**src/rtl/text_reveal_rom_pkg.sv**
```systemverilog
// Shared types, page lengths and message tables for the typewriter text overlay.
// Messages are laid out as 16-character rows; rom_char flattens (page, addr) to a byte.
package text_reveal_pkg;

  typedef enum logic [1:0] {
    IDLE   = 2'd0,
    REVEAL = 2'd1,
    HOLD   = 2'd2
  } state_e;

  typedef enum logic [1:0] {
    SEL_BLANK = 2'd0,
    SEL_SPACE = 2'd1,
    SEL_ROM   = 2'd2
  } mask_e;

  localparam int unsigned LEN0     = 246;
  localparam int unsigned LEN1     = 33;
  localparam int unsigned MSG_COLS = 16;
  localparam logic [7:0]  SPACE    = 8'h20;
  localparam logic [7:0]  BLANK    = 8'h00;

  function automatic int unsigned page_len(input int unsigned page);
    if (page == 0) return LEN0;
    else if (page == 1) return LEN1;
    else return 0;
  endfunction

  function automatic logic [127:0] msg_row(input int unsigned page, input int unsigned row);
    logic [127:0] r;
    r = {16{SPACE}};
    if (page == 0) begin
      case (row)
        0:  r = {"WELCOME TO THE", {2{SPACE}}};
        1:  r = {"LABYRINTH. FIND", SPACE};
        2:  r = {"THE WAY OUT OF", {2{SPACE}}};
        3:  r = {"THE MAZE BEFORE", SPACE};
        4:  r = {"TIME RUNS OUT.", {2{SPACE}}};
        5:  r = {"USE THE ARROW", {3{SPACE}}};
        6:  r = {"KEYS TO MOVE UP", SPACE};
        7:  r = {"DOWN LEFT AND", {3{SPACE}}};
        8:  r = "RIGHT. WALLS ARE";
        9:  r = {"SOLID. FIND THE", SPACE};
        10: r = {"GOLDEN KEY TO", {3{SPACE}}};
        11: r = {"OPEN THE EXIT", {3{SPACE}}};
        12: r = {"DOOR. PRESS ANY", SPACE};
        13: r = "KEY TO START THE";
        14: r = {"GAME. GOOD LUCK", SPACE};
        15: r = {"ENJOY.", {10{SPACE}}};
        default: r = {16{SPACE}};
      endcase
    end else if (page == 1) begin
      // CP437 0x13 (double exclamation) and 0x01 (smiley) end the message
      case (row)
        0: r = "CONGRATULATIONS!";
        1: r = {" YOU ARE FREE", SPACE, 8'h13, SPACE};
        2: r = {8'h01, {15{SPACE}}};
        default: r = {16{SPACE}};
      endcase
    end
    return r;
  endfunction

  function automatic logic [7:0] rom_char(input int unsigned page, input int unsigned addr);
    logic [127:0] r;
    r = msg_row(page, addr / MSG_COLS);
    return r[8*(MSG_COLS - 1 - (addr % MSG_COLS)) +: 8];
  endfunction

endpackage

```
**src/rtl/text_reveal_rom_if.sv**
```systemverilog
// Control and character-lookup bundle between the stage controller / text drawer and the reveal ROM.
interface text_reveal_rom_if #(
  parameter int unsigned COLS   = 16,
  parameter int unsigned ROWS   = 16,
  parameter int unsigned PAGES  = 2,
  parameter int unsigned CODE_W = 7
);
  localparam int unsigned ADDR_W = $clog2(COLS * ROWS);
  localparam int unsigned PSEL_W = (PAGES > 1) ? $clog2(PAGES) : 1;

  logic [PSEL_W-1:0] page_sel;
  logic              start;
  logic              skip;
  logic              tick;
  logic [ADDR_W-1:0] char_yx;
  logic [CODE_W-1:0] char_code;
  logic              busy;
  logic              done;
  logic [ADDR_W:0]   reveal_cnt;

  modport master (
    output page_sel, start, skip, tick, char_yx,
    input  char_code, busy, done, reveal_cnt
  );

  modport slave (
    input  page_sel, start, skip, tick, char_yx,
    output char_code, busy, done, reveal_cnt
  );
endinterface

```
**src/rtl/text_page_rom.sv**
```systemverilog
// Registered message lookup: code_p1 is the character at (page, addr) from the previous cycle.
module text_page_rom
  import text_reveal_pkg::*;
#(
  parameter int unsigned PSEL_W = 1,
  parameter int unsigned ADDR_W = 8,
  parameter int unsigned CODE_W = 7
) (
  input  logic              pclk,
  input  logic [PSEL_W-1:0] page,
  input  logic [ADDR_W-1:0] addr,
  output logic [CODE_W-1:0] code_p1
);

  always_ff @(posedge pclk) begin
    code_p1 <= CODE_W'(rom_char(32'(page), 32'(addr)));
  end

endmodule

```
**src/rtl/text_reveal_rom.sv**
```systemverilog
// Typewriter reveal of a stored text page: FSM, tick divider, reveal counter and
// an output mask registered alongside the ROM lookup so both share one cycle of latency.
module text_reveal_rom
  import text_reveal_pkg::*;
#(
  parameter int unsigned COLS       = 16,
  parameter int unsigned ROWS       = 16,
  parameter int unsigned PAGES      = 2,
  parameter int unsigned CODE_W     = 7,
  parameter int unsigned CHAR_DELAY = 4
) (
  input  logic pclk,
  input  logic rst_n,
  text_reveal_rom_if.slave bus
);

  localparam int unsigned ADDR_W = $clog2(COLS * ROWS);
  localparam int unsigned CNT_W  = ADDR_W + 1;
  localparam int unsigned PSEL_W = (PAGES > 1) ? $clog2(PAGES) : 1;
  localparam int unsigned DIV_W  = $clog2(CHAR_DELAY) + 1;

  state_e            state;
  logic [PSEL_W-1:0] page_q;
  logic [PSEL_W-1:0] page_pick;
  logic [CNT_W-1:0]  reveal_cnt_q;
  logic [CNT_W-1:0]  cnt_inc;
  logic [CNT_W-1:0]  cur_len;
  logic [CNT_W-1:0]  sel_len;
  logic [CNT_W-1:0]  addr_ext;
  logic [DIV_W-1:0]  div_q;
  logic              busy_q;
  logic              done_q;
  mask_e             mask_d;
  mask_e             mask_p1;
  logic [CODE_W-1:0] rom_code_p1;

  always_comb begin
    page_pick = '0;
    if (32'(bus.page_sel) < PAGES) page_pick = bus.page_sel;
    sel_len  = CNT_W'(page_len(32'(page_pick)));
    cur_len  = CNT_W'(page_len(32'(page_q)));
    addr_ext = CNT_W'(bus.char_yx);
    cnt_inc  = reveal_cnt_q + CNT_W'(1);
    mask_d   = SEL_SPACE;
    if (state == IDLE || addr_ext >= cur_len) mask_d = SEL_BLANK;
    else if (addr_ext < reveal_cnt_q)         mask_d = SEL_ROM;
  end

  // Stage p0 -> p1: mask is captured on the same edge as the ROM lookup
  always_ff @(posedge pclk or negedge rst_n) begin
    if (!rst_n) begin
      state        <= IDLE;
      page_q       <= '0;
      reveal_cnt_q <= '0;
      div_q        <= '0;
      busy_q       <= 1'b0;
      done_q       <= 1'b0;
      mask_p1      <= SEL_BLANK;
    end else begin
      done_q  <= 1'b0;
      mask_p1 <= mask_d;
      if (bus.start) begin
        page_q       <= page_pick;
        reveal_cnt_q <= '0;
        div_q        <= '0;
        if (sel_len == '0) begin
          state  <= HOLD;
          busy_q <= 1'b0;
          done_q <= 1'b1;
        end else begin
          state  <= REVEAL;
          busy_q <= 1'b1;
        end
      end else if (state == REVEAL) begin
        if (bus.skip) begin
          reveal_cnt_q <= cur_len;
          state        <= HOLD;
          busy_q       <= 1'b0;
          done_q       <= 1'b1;
        end else if (bus.tick) begin
          if (div_q == DIV_W'(CHAR_DELAY - 1)) begin
            div_q        <= '0;
            reveal_cnt_q <= cnt_inc;
            // reaching the page length ends the reveal, so the count cannot pass LEN
            if (cnt_inc == cur_len) begin
              state  <= HOLD;
              busy_q <= 1'b0;
              done_q <= 1'b1;
            end
          end else begin
            div_q <= div_q + DIV_W'(1);
          end
        end
      end
    end
  end

  text_page_rom #(
    .PSEL_W (PSEL_W),
    .ADDR_W (ADDR_W),
    .CODE_W (CODE_W)
  ) u_page_rom (
    .pclk    (pclk),
    .page    (page_q),
    .addr    (bus.char_yx),
    .code_p1 (rom_code_p1)
  );

  assign bus.char_code  = (mask_p1 == SEL_ROM)   ? rom_code_p1 :
                          (mask_p1 == SEL_SPACE) ? CODE_W'(SPACE) : CODE_W'(BLANK);
  assign bus.busy       = busy_q;
  assign bus.done       = done_q;
  assign bus.reveal_cnt = reveal_cnt_q;

endmodule

```
**src/flat_wrapper.sv**
```systemverilog
// flat-port wrapper written by rule: the top's interface ports become plain ports
module text_reveal_rom_flat import text_reveal_pkg::*;
#(
  parameter int unsigned COLS       = 16,
  parameter int unsigned ROWS       = 16,
  parameter int unsigned PAGES      = 2,
  parameter int unsigned CODE_W     = 7,
  parameter int unsigned CHAR_DELAY = 4
)
  (pclk, rst_n, bus_page_sel, bus_start, bus_skip, bus_tick, bus_char_yx, bus_char_code, bus_busy, bus_done, bus_reveal_cnt);
  text_reveal_rom_if #(.COLS(COLS), .ROWS(ROWS), .PAGES(PAGES), .CODE_W(CODE_W)) bus_i ();
  input  logic pclk;
  input  logic rst_n;
  input wire logic [$bits(bus_i.page_sel)-1:0] bus_page_sel;
  input wire logic [$bits(bus_i.start)-1:0] bus_start;
  input wire logic [$bits(bus_i.skip)-1:0] bus_skip;
  input wire logic [$bits(bus_i.tick)-1:0] bus_tick;
  input wire logic [$bits(bus_i.char_yx)-1:0] bus_char_yx;
  output wire logic [$bits(bus_i.char_code)-1:0] bus_char_code;
  output wire logic [$bits(bus_i.busy)-1:0] bus_busy;
  output wire logic [$bits(bus_i.done)-1:0] bus_done;
  output wire logic [$bits(bus_i.reveal_cnt)-1:0] bus_reveal_cnt;
  assign bus_i.page_sel = bus_page_sel;
  assign bus_i.start = bus_start;
  assign bus_i.skip = bus_skip;
  assign bus_i.tick = bus_tick;
  assign bus_i.char_yx = bus_char_yx;
  assign bus_char_code = bus_i.char_code;
  assign bus_busy = bus_i.busy;
  assign bus_done = bus_i.done;
  assign bus_reveal_cnt = bus_i.reveal_cnt;
  text_reveal_rom #(.COLS(COLS), .ROWS(ROWS), .PAGES(PAGES), .CODE_W(CODE_W), .CHAR_DELAY(CHAR_DELAY)) u_core (.pclk(pclk), .rst_n(rst_n), .bus(bus_i));
endmodule
```
**config.mk**
```make
export PLATFORM = sky130hd
export DESIGN_NAME = text_reveal_rom_flat
export DESIGN_NICKNAME = d
export VERILOG_FILES = /design/src/rtl/text_reveal_rom_pkg.sv /design/src/rtl/text_reveal_rom_if.sv /design/src/rtl/text_page_rom.sv /design/src/rtl/text_reveal_rom.sv /design/src/flat_wrapper.sv
export SDC_FILE = /design/constraint.sdc
export NUM_CORES = 1
export LEC_CHECK = 0
export ABC_AREA = 1
export CORE_ASPECT_RATIO = 0.5
export CORE_MARGIN = 1
export CORE_UTILIZATION = 23
export CTS_CLUSTER_DIAMETER = 120
export DETAILED_ROUTE_END_ITERATION = 12
export GPL_TIMING_DRIVEN = 0
export HOLD_SLACK_MARGIN = 0.12
export MAX_ROUTING_LAYER = met4
export PLACE_DENSITY = 0.38
export SYNTH_ARGS = -nofsm -noshare
export SYNTH_HDL_FRONTEND = slang
export SYNTH_SLANG_ARGS = --single-unit
```
**constraint.sdc**
```tcl
create_clock -name pclk -period 3.96 [get_ports pclk]
set_input_delay 0.99 -clock pclk [delete_from_list [all_inputs] [get_ports pclk]]
set_output_delay 0.99 -clock pclk [all_outputs]
set_load 0.02 [all_outputs]
```
Yosys cells after proc, flatten, opt, wreduce, memory -nomap -nowiden
Memory sizes are Yosys's and may differ from the RTL's.
Index checks and enable logic that the tools add are counted.
Widths: inputs -> output; s select.
{ "op_classes": {"mux": 39, "n_mul": 0, "order_cmp": 2, "n_addsub": 3, "div_mod_pow": 0, "eq_ne": 8, "shift": 1, "bitwise_logic": 0, "reduce_logical": 12} }
{ "op_table": {"columns": ["cell", "n"], "rows": [
  ["$pmux 127 s3", 1],
  ["$mux 128", 1],
  ["$shiftx 128x33->7", 1],
  ["$mux 9", 5],
  ["$logic_not 32->1", 1],
  ["$mux 2", 9],
  ["$mux 8", 2],
  ["$mux 3", 5],
  ["$mux 1", 14],
  ["$add 9x1->9 const B", 1],
  ["$eq 9x8->1", 1],
  ["$logic_not 9->1", 1],
  ["$lt 8x9->1", 1],
  ["$reduce_bool 3->1", 3],
  ["$ge 8x8->1", 1],
  ["$mux 7", 1],
  ["$mux 6", 1],
  ["$reduce_and 3->1", 2],
  ["$sub 4x4->5 const A", 1],
  ["$eq 2x1->1 const B", 2],
  ["$eq 4x1->1 const B", 1],
  ["$eq 4x2->1 const B", 1],
  ["$reduce_and 4->1", 1],
  ["$reduce_bool 2->1", 2],
  ["6 further kinds", 6]
]} }
{ "totals": {"ram_bits": 0, "latchBits": 0, "register_bits": 26, "mem_bits_ro": 1648, "memories": 1, "inputBits": 14} }
{ "mem_list": {"columns": ["name", "words", "width", "rd", "rd_clocked_by_memory_dff", "write_ports", "line", "source"], "rows": [
  ["(name not given)", 16, 103, 1, 0, 0, "text_reveal_rom_pkg.sv:33", "case (row)"]
]} }

Longest topological paths before layout
Gate-level depths: netlist of the first run.
{ "depth": {"depth_word": 8, "depth_mapped": 15, "mapped_depth_nobuf": 15} }

Hierarchy
Synthesis of the first run repeated with hierarchy kept, for this count alone.
{ "unflattened": {"hier_cells": 791, "area_unflattened_um2": 4337.9} }
{ "by_module_without_submodules": {"columns": ["mod", "n_inst", "area_each_um2", "seq_area_each_um2", "cells_per_inst"], "rows": [
  ["text_page_rom", 1, 2930.3, 140.1, 591],
  ["text_reveal_rom", 1, 1407.6, 450.4, 200]
]} }

Worst setup path after synthesis of the first run
OpenSTA, ideal clock, no wires.
{ "synth_path": {"kind": "in2reg", "start": "in bus_char_yx[4]", "end": "reg u_core.u_page_rom.code_p1[4]", "setup_time_ns": 0.109, "cell_stages": 15, "slack_ns": 1.562, "arrival_ns": 2.289, "required_ns": 3.851, "path_cell_list": "inv_1 ha_1 inv_1 nand2_1 inv_1 nand2_1 nand3_1 o21ai_0 nand2_1 nand3_1 nand2_1 inv_1 nand2_1 nand2_1 inv_1"} }
{ "synth_via": {"elab_chain_len": 4, "elab_cells_between_ends": 7, "cone_classes": "eq/ne: 2; shift: 1; mux: 2; reduce/logical: 1; memory: 1"} }
{ "synth_rtl": {"columns": ["element", "line", "source"], "rows": [
  ["from (decl)", "flat_wrapper.sv:18", "input wire logic [$bits(bus_i.char_yx)-1:0] bus_char_yx;"],
  ["$logic_not 32->1, or another cell as far along", "text_reveal_rom_pkg.sv:54", "case (row)"],
  ["$pmux 127 s3", "text_reveal_rom_pkg.sv:54", null],
  ["$mux 128 *", "text_reveal_rom_pkg.sv:32", "if (page == 0) begin"],
  ["$shiftx 128x33->7 *", "text_reveal_rom_pkg.sv:67", "return r[8*(MSG_COLS - 1 - (addr % MSG_COLS)) +: 8];"],
  ["to (signal assigned)", "text_page_rom.sv:16", "code_p1 <= CODE_W'(rom_char(32'(page), 32'(addr)));"],
  ["to (decl)", "text_page_rom.sv:12", "output logic [CODE_W-1:0] code_p1"]
]} }
Every way passes the cells marked *; elsewhere a longest branch is shown, timed or not.
A chain may end at the register's enable or synchronous reset.

Worst setup path after layout of the first run
{ "layout_path": {"start": "in bus_char_yx[5]", "end": "reg u_core.u_page_rom.code_p1[6]"} }
Same word-level chain as after synthesis.

==> metrics.cfg, run 1 <==
[pwr]
clkPwrFrac_pct=19.2
irDropWorstVdd_v=0.000176
p_sw_w=0.000588
p_leak_nw=2.44
cellPowerDensity_mw_per_mm2=251
p_sw_share_pct=48.4
internal-power_w=0.000626
p_comb_share_pct=55.5
pwr-share-seq_pct=25.3

[sta]
timing.fmax_ghz=0.281
finalMaxSlewViolations=0
whs_ns=0.537
relSlewSlack_pct=42.2
fin_ws_ns=0.402
hold_viol_final=0
fin_setup_tns_ns=0
finalCritPeriodShare_pct=89.8
clock_skew_ns=0.0127
rsz0062_at_grt=false
setup_viol=0
worst_slew_pin_slew_ns=0.864
min_period_ns=3.56

[clock_tree]
post_cts_buffers=0
clkLatencyLatePin_ns=0.27
cts_buffer_depth=2
cts_buffers=3
root_buffer=clkbuf_16
cts_sinks=25
cts_hold_repair.buffers=0
htree_levels=1
path_clk_slew_ns=0.07
cts_tree=built

[synth]
synth_top_area_share_pct=21.9
syn-cell-area_mm2=0.00417
post-synth-top-area-cell=nand2_1
ys.flop_type=dfrtp_1
synth_nets=799
synth_most_common_cell=nand2_1
syn_avg_cell_area_um2=5.51
yosys_warnings=0
synth-simple-area-share_pct=46.7
synth_edf_count=0
synth_compound_area_share_pct=18.6
synth_xor_area_share_pct=0.420
async_reset_ff_share_pct=72.0
synth_top_family_by_area=simple AND/OR/NAND/NOR gates
synthMuxAreaShare_pct=0
netlist_instances=758
synth_fa_ha_area_share_pct=8.09
synth.distinct_cells=40
seq_area_frac_synth_pct=14.1
ys_ff_latch=25
synthTopCellsByArea=nand2_1, nand3_1, dfrtp_1
ys_top_cells_by_count=nand2_1, nand3_1, nor2_1

[grt]
grt_max_degree=19
grt_use_total_pct=25.3
antenna_found_initial=0
grt_pass1_wl_um=33800
grt_pass1_vias=5417
grt_overflow=0

[floorplanning]
dieArea_mm2=0.0187
rows=34
num_io_pins=32
core-area_mm2=0.0176
die_x_um=193
initial_core_util_pct=23.8
fp.dieH_um=97.3

[detailed_routing]
drtIter0Drc=831
wl_per_cell_um=22.3
via_per_inst=5.46
wirelength_um=22900
drtAntennaViolNets=0
dr.pass1.iters=11
via_count=5595
drc=6

[placed_design]
gp_congestion=0.991
place_inst=1021
dp_hpwl_um=18100
placed_cell_area_mm2=0.00476
pre_cts_ws_ns=-0.459
io_buffers=29

[min_path]
hold_path.class=flop to flop
hold_start=u_core.div_q[2]

[setup_path]
critPathCaptureType=flop
crit_type=input pin to flop
critPathRequiredTime_ns=4.11
cp.arrival_ns=3.71
critPathMaxFanout=14
max_stage_delay_ns=0.46
rr_startpoint=u_core.page_q
critPathTopFamily=buffers and inverters
crit_slowest_cell=o21ai_0
crit_chain=clkbuf_2, inv_2, ha_1, inv_1, nand2_1, inv_1, o21ai_0, nand3_1, o21ai_0, o21ai_0, nand2_1, nand2_1, nand2_1, nand2_1
crit_start=bus_char_yx[5]
cp-start-kind=input pin
cp.buffers_inverters=4
crit_top_cell=nand2_1

[finish]
drive_above_1_share_pct=7.08
multi_input_area_mm2=0.00308
register_area_um2=591
antenna_cells=0
area_growth_pct=15.7
finalNetCount=833
stdcell_count=1025
final_cell_area_mm2=0.00483
fillers=2046

[outcome]
violations=design-rule violations
outcome=finished with violations

[flow_run]
maxCapViolCount=0

[final cells by class]
class,count,share of cell area (%)
Sequential cell,25,12.2
Inverter,82,6.53
Buffer,34,3.83
Timing Repair Buffer,29,5.80
Clock inverter,1,0.155
Tap cell,234,6.06
Clock buffer,3,1.55
Multi-Input combinational cell,617,63.8
[state kept, by name, indices dropped and copies added (netlist names)]
signal	count
u_core.bus.done	1
u_core.bus.reveal_cnt	9
u_core.div_q	3
u_core.mask_p1	2
u_core.page_q	1
u_core.state	2
u_core.u_page_rom.code_p1	7
[logic make-up (layout without fill, tap and decap cells)]
| group | Yosys count | count (layout) |
|---|---|---|
| AND/OR/NAND/NOR | 448 | 448 |
| AO/OA/AOI/OAI | 140 | 140 |
| buffers and inverters | 116 | 149 |
| adder cells (fa/ha/maj) | 27 | 27 |
| flip-flops | 25 | 25 |
| XOR/XNOR | 2 | 2 |
[cells in the final DEF (no fill, tap or decap), types with 6 or more instances in the layout]
| master | Yosys | layout |
|---|---|---|
| nand2_1 | 244 | 244 |
| nand3_1 | 92 | 92 |
| nor2_1 | 80 | 80 |
| inv_1 | 75 | 75 |
| o21ai_0 | 56 | 56 |
| a21oi_1 | 39 | 39 |
| ha_1 | 27 | 27 |
| clkdlybuf4s50_1 | 0 | 27 |
| buf_2 | 19 | 19 |
| dfrtp_1 | 18 | 18 |
| o211ai_1 | 14 | 14 |
| o21ai_1 | 11 | 11 |
| nand4_1 | 11 | 11 |
| buf_4 | 7 | 7 |
| dfxtp_1 | 7 | 7 |
| clkbuf_1 | 6 | 6 |
[power by group through the flow]
stage | registers (W) | clock network, W | logic, W
after floorplan | 0.000319 | 0 | 0.000391
after global placement | 0.000313 | 0 | 0.000679
after detailed placement | 0.000313 | 0 | 0.000654
after CTS | 0.000308 | 0.000241 | 0.000656
after global routing | 0.000311 | 0.000250 | 0.000731
final | 0.000307 | 0.000233 | 0.000673
[layer usage]
metal  part of all wire (%)  routed length (µm)  GRT usage (%)  vias up
met5                      0                   0              -        -
met4                    4.3                 983           9.33        0
met3                     12                2640           4.69       68
met2                     41                9350           37.0      357
met1                     43                9920           34.4     2622
li1                       -                   -              -     2548
[path summary, 6_finish.rpt]
check | depth (start not counted) | slack, ns | to
setup / recovery | 14 | 0.40 | u_core.u_page_rom.code_p1[6]
hold / removal | 2 | 0.54 | u_core.div_q[2]
setup reg to reg | 8 | 1.65 | u_core.u_page_rom.code_p1[2]
hold reg to reg | 2 | 0.54 | u_core.div_q[2]
max in group asynchronous | 1 | 2.20 | u_core.page_q
min in group asynchronous | 1 | 1.21 | u_core.bus.reveal_cnt[8]
[what timing repair did]
item / CTS / global route
setup endpoints to repair: 4 / 2
gates cloned: 0 / 0
gates resized for setup: 2 / 4
endpoints found under the hold margin: 0 / 0
[through the flow]
step | util [%] | total power (W)
final | 27.5 | 0.00121
after global routing | 27.5 | 0.00129
after floorplan | - | 0.000710
after CTS | 27.5 | 0.00120
after detailed placement | 27.1 | 0.000967
after global placement | 27.1 | 0.000991
[worst min-delay path, cell delays in order, from the launching register on]
cell      delay [ns]
dfrtp_1         0.36
o211ai_1        0.09
inv_1           0.06
Power figures use the tool's default switching activity.
==> run 2, diff against run 1 <==
Settings changed: CORE_MARGIN 1 to 4.
Clock period 3.96 ns to 4.15 ns, I/O delays scaled along.
==> metrics.cfg, run 2 (synthesis results as in run 1) <==
[clock_tree]
cts_sinks=25  ; unchanged
root_buffer=clkbuf_16  ; unchanged
clkLatencyLatePin_ns=0.26  ; was 0.27 ns
cts_buffers=3  ; unchanged
path_clk_slew_ns=0.07  ; about the same
cts_hold_repair.buffers=0  ; unchanged
htree_levels=1  ; unchanged
cts_tree=built  ; unchanged
post_cts_buffers=0  ; unchanged
cts_buffer_depth=2  ; unchanged

[detailed_routing]
drc=0  ; was 6
drtIter0Drc=838  ; was 831
via_count=5553  ; was 5595
via_per_inst=5.42  ; was 5.46
drtAntennaViolNets=0  ; unchanged
dr.pass1.iters=6  ; was 11
wirelength_um=22700  ; was 22900 µm
wl_per_cell_um=22.1  ; was 22.3 µm

[finish]
area_growth_pct=16.1  ; was 15.7%
antenna_cells=0  ; unchanged
fillers=2075  ; was 2046
final_common_cell=nand2_1  ; unchanged
largest_register_ffs=9  ; unchanged
drive_above_1_share_pct=6.95  ; was 7.08%
finalNetCount=833  ; unchanged
final_cell_mix=nand2_1, nand3_1, nor2_1, inv_1, o21ai_0  ; unchanged

[setup_path]
critPathRequiredTime_ns=4.31  ; was 4.11 ns
cp.arrival_ns=4.25  ; was 3.71 ns
critPathMaxFanout=10  ; was 14
crit_type=input pin to flop  ; unchanged
cp-start-kind=input pin  ; unchanged
critPathCaptureType=flop  ; unchanged

[pwr]
irDropWorstVdd_v=0.000165  ; was 0.000176 V
internal-power_w=0.000598  ; was 0.000626 W
p_sw_share_pct=48.3  ; was 48.4%
p_leak_nw=2.45  ; was 2.44 nW
p_comb_share_pct=55.5  ; about the same
cellPowerDensity_mw_per_mm2=238  ; was 251 mW/mm²
p_sw_w=0.000557  ; was 0.000588 W
pwr-share-seq_pct=25.4  ; was 25.3%
clkPwrFrac_pct=19.2  ; about the same

[placed_design]
gp_congestion=1.03  ; was 0.991
io_buffers=29  ; unchanged
pre_cts_ws_ns=-0.334  ; was -0.459 ns
dp_hpwl_um=17700  ; was 18100 µm

[floorplanning]
fp.dieH_um=103  ; was 97.3 µm
dieArea_mm2=0.0205  ; was 0.0187 mm²
core-area_mm2=0.0176  ; unchanged
num_io_pins=32  ; unchanged
die_x_um=199  ; was 193 µm
initial_core_util_pct=23.8  ; unchanged
rows=34  ; unchanged

[grt]
grt_overflow=0  ; unchanged
grtUsageMet3_pct=4.34  ; was 4.69%
use_met2_pct=34.6  ; was 37.0%
use_met1_pct=30.8  ; was 34.4%
antenna_found_initial=0  ; unchanged
grt_max_degree=19  ; unchanged
grt.busiest_layer=met2  ; unchanged
grt_pass1_vias=5423  ; was 5417
grt_pass1_wl_um=34100  ; was 33800 µm
grt_use_total_pct=22.8  ; was 25.3%

[sta]
setup_viol=0  ; unchanged
finalCritPeriodShare_pct=98.6
finalMaxSlewViolations=0  ; unchanged
worst_slew_pin_slew_ns=0.896  ; was 0.864 ns
timing.fmax_ghz=0.244
rsz0062_at_grt=false  ; unchanged
relSlewSlack_pct=40.1  ; was 42.2%
hold_viol_final=0  ; unchanged
clock_skew_ns=0.00331  ; was 0.0127 ns
min_period_ns=4.09
fin_setup_tns_ns=0  ; unchanged
fin_ws_ns=0.0574  ; was 0.402 ns

[min_path]
hold_path.class=flop to flop  ; unchanged

[flow_run]
maxCapViolCount=0  ; unchanged

[outcome]
outcome=finished clean  ; was finished with violations

## run 2: cell count changes in the layout (fill, tap and decap cells not counted)
| cell | delta |
|---|---|
| clkbuf_2 | -2 |
| clkdlybuf4s15_1 | +1 |
| dlymetal6s2s_1 | +1 |
| nor2_1 | -1 |
| nor2_2 | +1 |
## run 2: path summary, 6_finish.rpt
path | startpoint | endpoint | slack, ns | depth (start not counted)
worst max-delay path | bus_char_yx[4] | u_core.u_page_rom.code_p1[4] | 0.06 | 15
worst max register to register | u_core.page_q | u_core.u_page_rom.code_p1[2] | 1.83 | 9
worst min-delay path | u_core.div_q[2] | u_core.div_q[2] | 0.52 | 2
max in group asynchronous | rst_n | u_core.state[1] | 2.32 | 1
min in group asynchronous | rst_n | u_core.bus.reveal_cnt[8] | 1.28 | 1
worst min register to register | u_core.div_q[2] | u_core.div_q[2] | 0.52 | 2
## run 2: cell type report
class	count	area, µm²	area share (%)
timing repair buffer	29	293	6.04
multi-input combinational	617	3090	63.7
buffer	34	185	3.82
tap	234	293	6.04
clock inverter	1	7.51	0.155
sequential	25	591	12.2
clock buffer	3	75.1	1.55
inverter	82	315	6.51
## run 2: metal layers
metal	up-vias	share of wire, %
li1	2556	-
met1	2573	44
met2	355	41
met3	69	11
met4	0	4.3
met5	-	0
## run 2: power groups by stage
stage / Clock (W) / Combinational, W / Sequential (W)
after floorplan: 0 / 0.000373 / 0.000304
after global placement: 0 / 0.000641 / 0.000298
after detailed placement: 0 / 0.000622 / 0.000298
after CTS: 0.000231 / 0.000624 / 0.000293
after global routing: 0.000241 / 0.000699 / 0.000297
final: 0.000221 / 0.000641 / 0.000293
## run 2: through the flow
step                      util (%)  hold WS (ns)  std cells  total power, W  instance area [µm²]
after detailed placement      27.1         0.507       1021        0.000920                 4760
after CTS                     27.5         0.523       1025         0.00115                 4840
after floorplan                  -         0.464        758        0.000677                 4170
final                         27.6         0.516       1025         0.00116                 4840
after global routing          27.6         0.557       1025         0.00124                 4840
after global placement        27.1         0.500       1021        0.000939                 4760
## run 2: timing repair
item,CTS,global route
gates resized for setup,1,3
pin swaps,0,0
endpoints found under the setup margin,1,5
endpoints found under the hold margin,0,0
## run 2: worst max-delay path, cell delays in order
cell             delay [ns]
clkdlybuf4s15_1        0.56
inv_1                  0.41
ha_1                   0.42
nand2_2                0.30
nand2_1                0.33
inv_1                  0.20
nand2_1                0.11
nand3_1                0.09
nand2_1                0.07
o21ai_0                0.35
nand2_1                0.09
nand2_1                0.07
nand3_1                0.06
nand2_1                0.10
inv_1                  0.04
==> run 3, diff against run 2 <==
Settings changed: CTS_CLUSTER_DIAMETER 120 to default, MAX_ROUTING_LAYER met4 to default.
==> metrics.cfg, run 3 (synthesis results as in run 1) <==
[floorplanning]
dieArea_mm2=0.0205  ; unchanged
rows=34  ; unchanged
fp.dieH_um=103  ; unchanged
initial_core_util_pct=23.8  ; unchanged
num_io_pins=32  ; unchanged
die_x_um=199  ; unchanged
core-area_mm2=0.0176  ; unchanged

[setup_path]
rr_startpoint=u_core.page_q  ; unchanged
crit_start=bus_char_yx[4]  ; unchanged
cp.buffers_inverters=4  ; unchanged
setup.worst_path.end=u_core.u_page_rom.code_p1[4]  ; unchanged
path_depth=15  ; unchanged
critPathTopFamily=simple AND/OR/NAND/NOR gates  ; unchanged
critPathCaptureType=flop  ; unchanged
max_stage_delay_ns=0.45  ; was 0.56 ns
crit_top_cell=nand2_1  ; unchanged
crit_slowest_cell=dlymetal6s2s_1  ; was clkdlybuf4s15_1
cp-start-kind=input pin  ; unchanged
r2r_end=u_core.u_page_rom.code_p1[2]  ; unchanged
crit_chain=dlymetal6s2s_1, inv_1, ha_1, nand2_2, nand2_1, inv_1, nand2_1, nand3_1, nand2_1, o21ai_0, nand2_1, nand2_1, nand3_1, nand2_1, inv_1  ; was clkdlybuf4s15_1, inv_1, ha_1, nand2_2, nand2_1, inv_1, nand2_1, nand3_1, nand2_1, o21ai_0, nand2_1, nand2_1, nand3_1, nand2_1, inv_1
critPathRequiredTime_ns=4.32  ; was 4.31 ns
crit_type=input pin to flop  ; unchanged
cp.arrival_ns=3.99  ; was 4.25 ns
r2r_cells=9  ; unchanged
r2r_setup_slack_ns=1.59  ; was 1.83 ns
critPathMaxFanout=10  ; unchanged

[min_path]
hold_path.class=flop to flop  ; unchanged

[finish]
largest_register_ffs=9  ; unchanged
finalNetCount=833  ; unchanged
fillers=2064  ; was 2075
final_cell_mix=nand2_1, nand3_1, nor2_1, inv_1, o21ai_0  ; unchanged
final_cell_area_mm2=0.00485  ; was 0.00484 mm²
drive_above_1_share_pct=6.95  ; unchanged
area_growth_pct=16.1  ; about the same
final_util_pct=27.6  ; about the same
antenna_cells=0  ; unchanged
final_common_cell=nand2_1  ; unchanged
stdcell_count=1025  ; unchanged

[clock_tree]
htree_levels=1  ; unchanged
cts_sinks=25  ; unchanged
root_buffer=clkbuf_16  ; unchanged
clkLatencyLatePin_ns=0.26  ; about the same
cts_hold_repair.buffers=0  ; unchanged
cts_buffer_depth=2  ; unchanged
cts_buffers=3  ; unchanged
path_clk_slew_ns=0.07  ; about the same
cts_tree=built  ; unchanged

[sta]
hold_viol_final=0  ; unchanged
rsz0062_at_grt=false  ; unchanged
finalCritPeriodShare_pct=92.0  ; was 98.6%
finalMaxSlewViolations=0  ; unchanged
fin_setup_tns_ns=0  ; unchanged
setup_viol=0  ; unchanged
clock_skew_ns=0.00575  ; was 0.00331 ns
relSlewSlack_pct=32.4  ; was 40.1%
timing.fmax_ghz=0.262  ; was 0.244 GHz
min_period_ns=3.82  ; was 4.09 ns
worst_slew_pin_slew_ns=1.01  ; was 0.896 ns

[detailed_routing]
via_count=5622  ; was 5553
wirelength_um=21900  ; was 22700 µm
drtIter0Drc=733  ; was 838
met2WireLength_um=8920  ; was 9320 µm
top_layer=met4  ; unchanged
drtAntennaViolNets=0  ; unchanged
via_per_inst=5.48  ; was 5.42
drc=0  ; unchanged
wl_per_cell_um=21.4  ; was 22.1 µm
wl_met3_um=2520  ; was 2380 µm
wl_met1_um=9270  ; was 10000 µm
dr.pass1.iters=7  ; was 6

[placed_design]
placed_cell_area_mm2=0.00476  ; unchanged
place_inst=1021  ; unchanged
dp_hpwl_um=17100  ; was 17700 µm
gp_congestion=1.03  ; about the same
io_buffers=29  ; unchanged

[pwr]
irDropWorstVdd_v=0.000158  ; was 0.000165 V
cellPowerDensity_mw_per_mm2=238  ; about the same
power_w=0.00115  ; was 0.00116 W
p_leak_nw=2.46  ; was 2.45 nW

[grt]
grt_pass1_wl_um=32500  ; was 34100 µm
grt_pass1_vias=5357  ; was 5423
grt_max_degree=19  ; unchanged
grt_overflow=0  ; unchanged
grt_use_total_pct=21.0  ; was 22.8%
antenna_found_initial=0  ; unchanged

[outcome]
outcome=finished clean  ; unchanged

[flow_run]
maxCapViolCount=0  ; unchanged

-- run 3: worst min path at each step --
stage | from | to | slack [ns] | cells past startpoint
2_1_floorplan | u_core.state[1] | u_core.state[1] | 0.46 | 2
3_3_place_gp | u_core.div_q[2] | u_core.div_q[2] | 0.50 | 2
3_5_place_dp | u_core.div_q[2] | u_core.div_q[2] | 0.51 | 2
4_1_cts | u_core.div_q[2] | u_core.div_q[2] | 0.52 | 2
5_1_grt | u_core.div_q[2] | u_core.div_q[2] | 0.56 | 2
6_report | u_core.div_q[2] | u_core.div_q[2] | 0.52 | 2
-- run 3: final cells by class --
| class | count | area (µm²) | share of cell area, % |
|---|---|---|---|
| buffer | 34 | 185 | 3.82 |
| clock buffer | 3 | 75.1 | 1.55 |
| clock inverter | 1 | 7.51 | 0.155 |
| inverter | 82 | 315 | 6.50 |
| multi-input combinational | 617 | 3090 | 63.7 |
| sequential | 25 | 591 | 12.2 |
| tap | 234 | 293 | 6.04 |
| timing repair buffer | 29 | 295 | 6.09 |
-- run 3: timing repair --
| item | CTS | global route |
|---|---|---|
| setup buffers | 0 | 0 |
| resized for setup | 0 | 3 |
| setup endpoints to repair | 0 | 7 |
-- run 3: tightest hold or removal path: cells and delay by family, from the launching register on --
family                 cells  cell delay, ns
flip-flops                 1            0.35
buffers and inverters      1            0.05
AO/OA/AOI/OAI              1            0.08
-- run 3: metal layers --
layer  vias to the layer above  GRT usage, %
met4                         0          10.8
met1                      2590          28.4
met2                       387          31.6
li1                       2566             -
met3                        79          4.76
met5                         -             0
-- run 3: metrics by stage --
step                      setup WS [ns]  hold WS [ns]
after floorplan                    1.70         0.464
after global placement           -0.314         0.500
after detailed placement         -0.218         0.507
after CTS                        0.0565         0.524
after global routing              0.246         0.557
final                             0.332         0.517
-- run 3: where the power goes --
group	total [W]	leakage, nW	internal, W	switching, W
logic	0.000634	2.13	0.000197	0.000437
registers	0.000292	0.293	0.000270	0.0000221
clock network	0.000226	0.0371	0.000131	0.0000948
total	0.00115	2.46	0.000598	0.000554
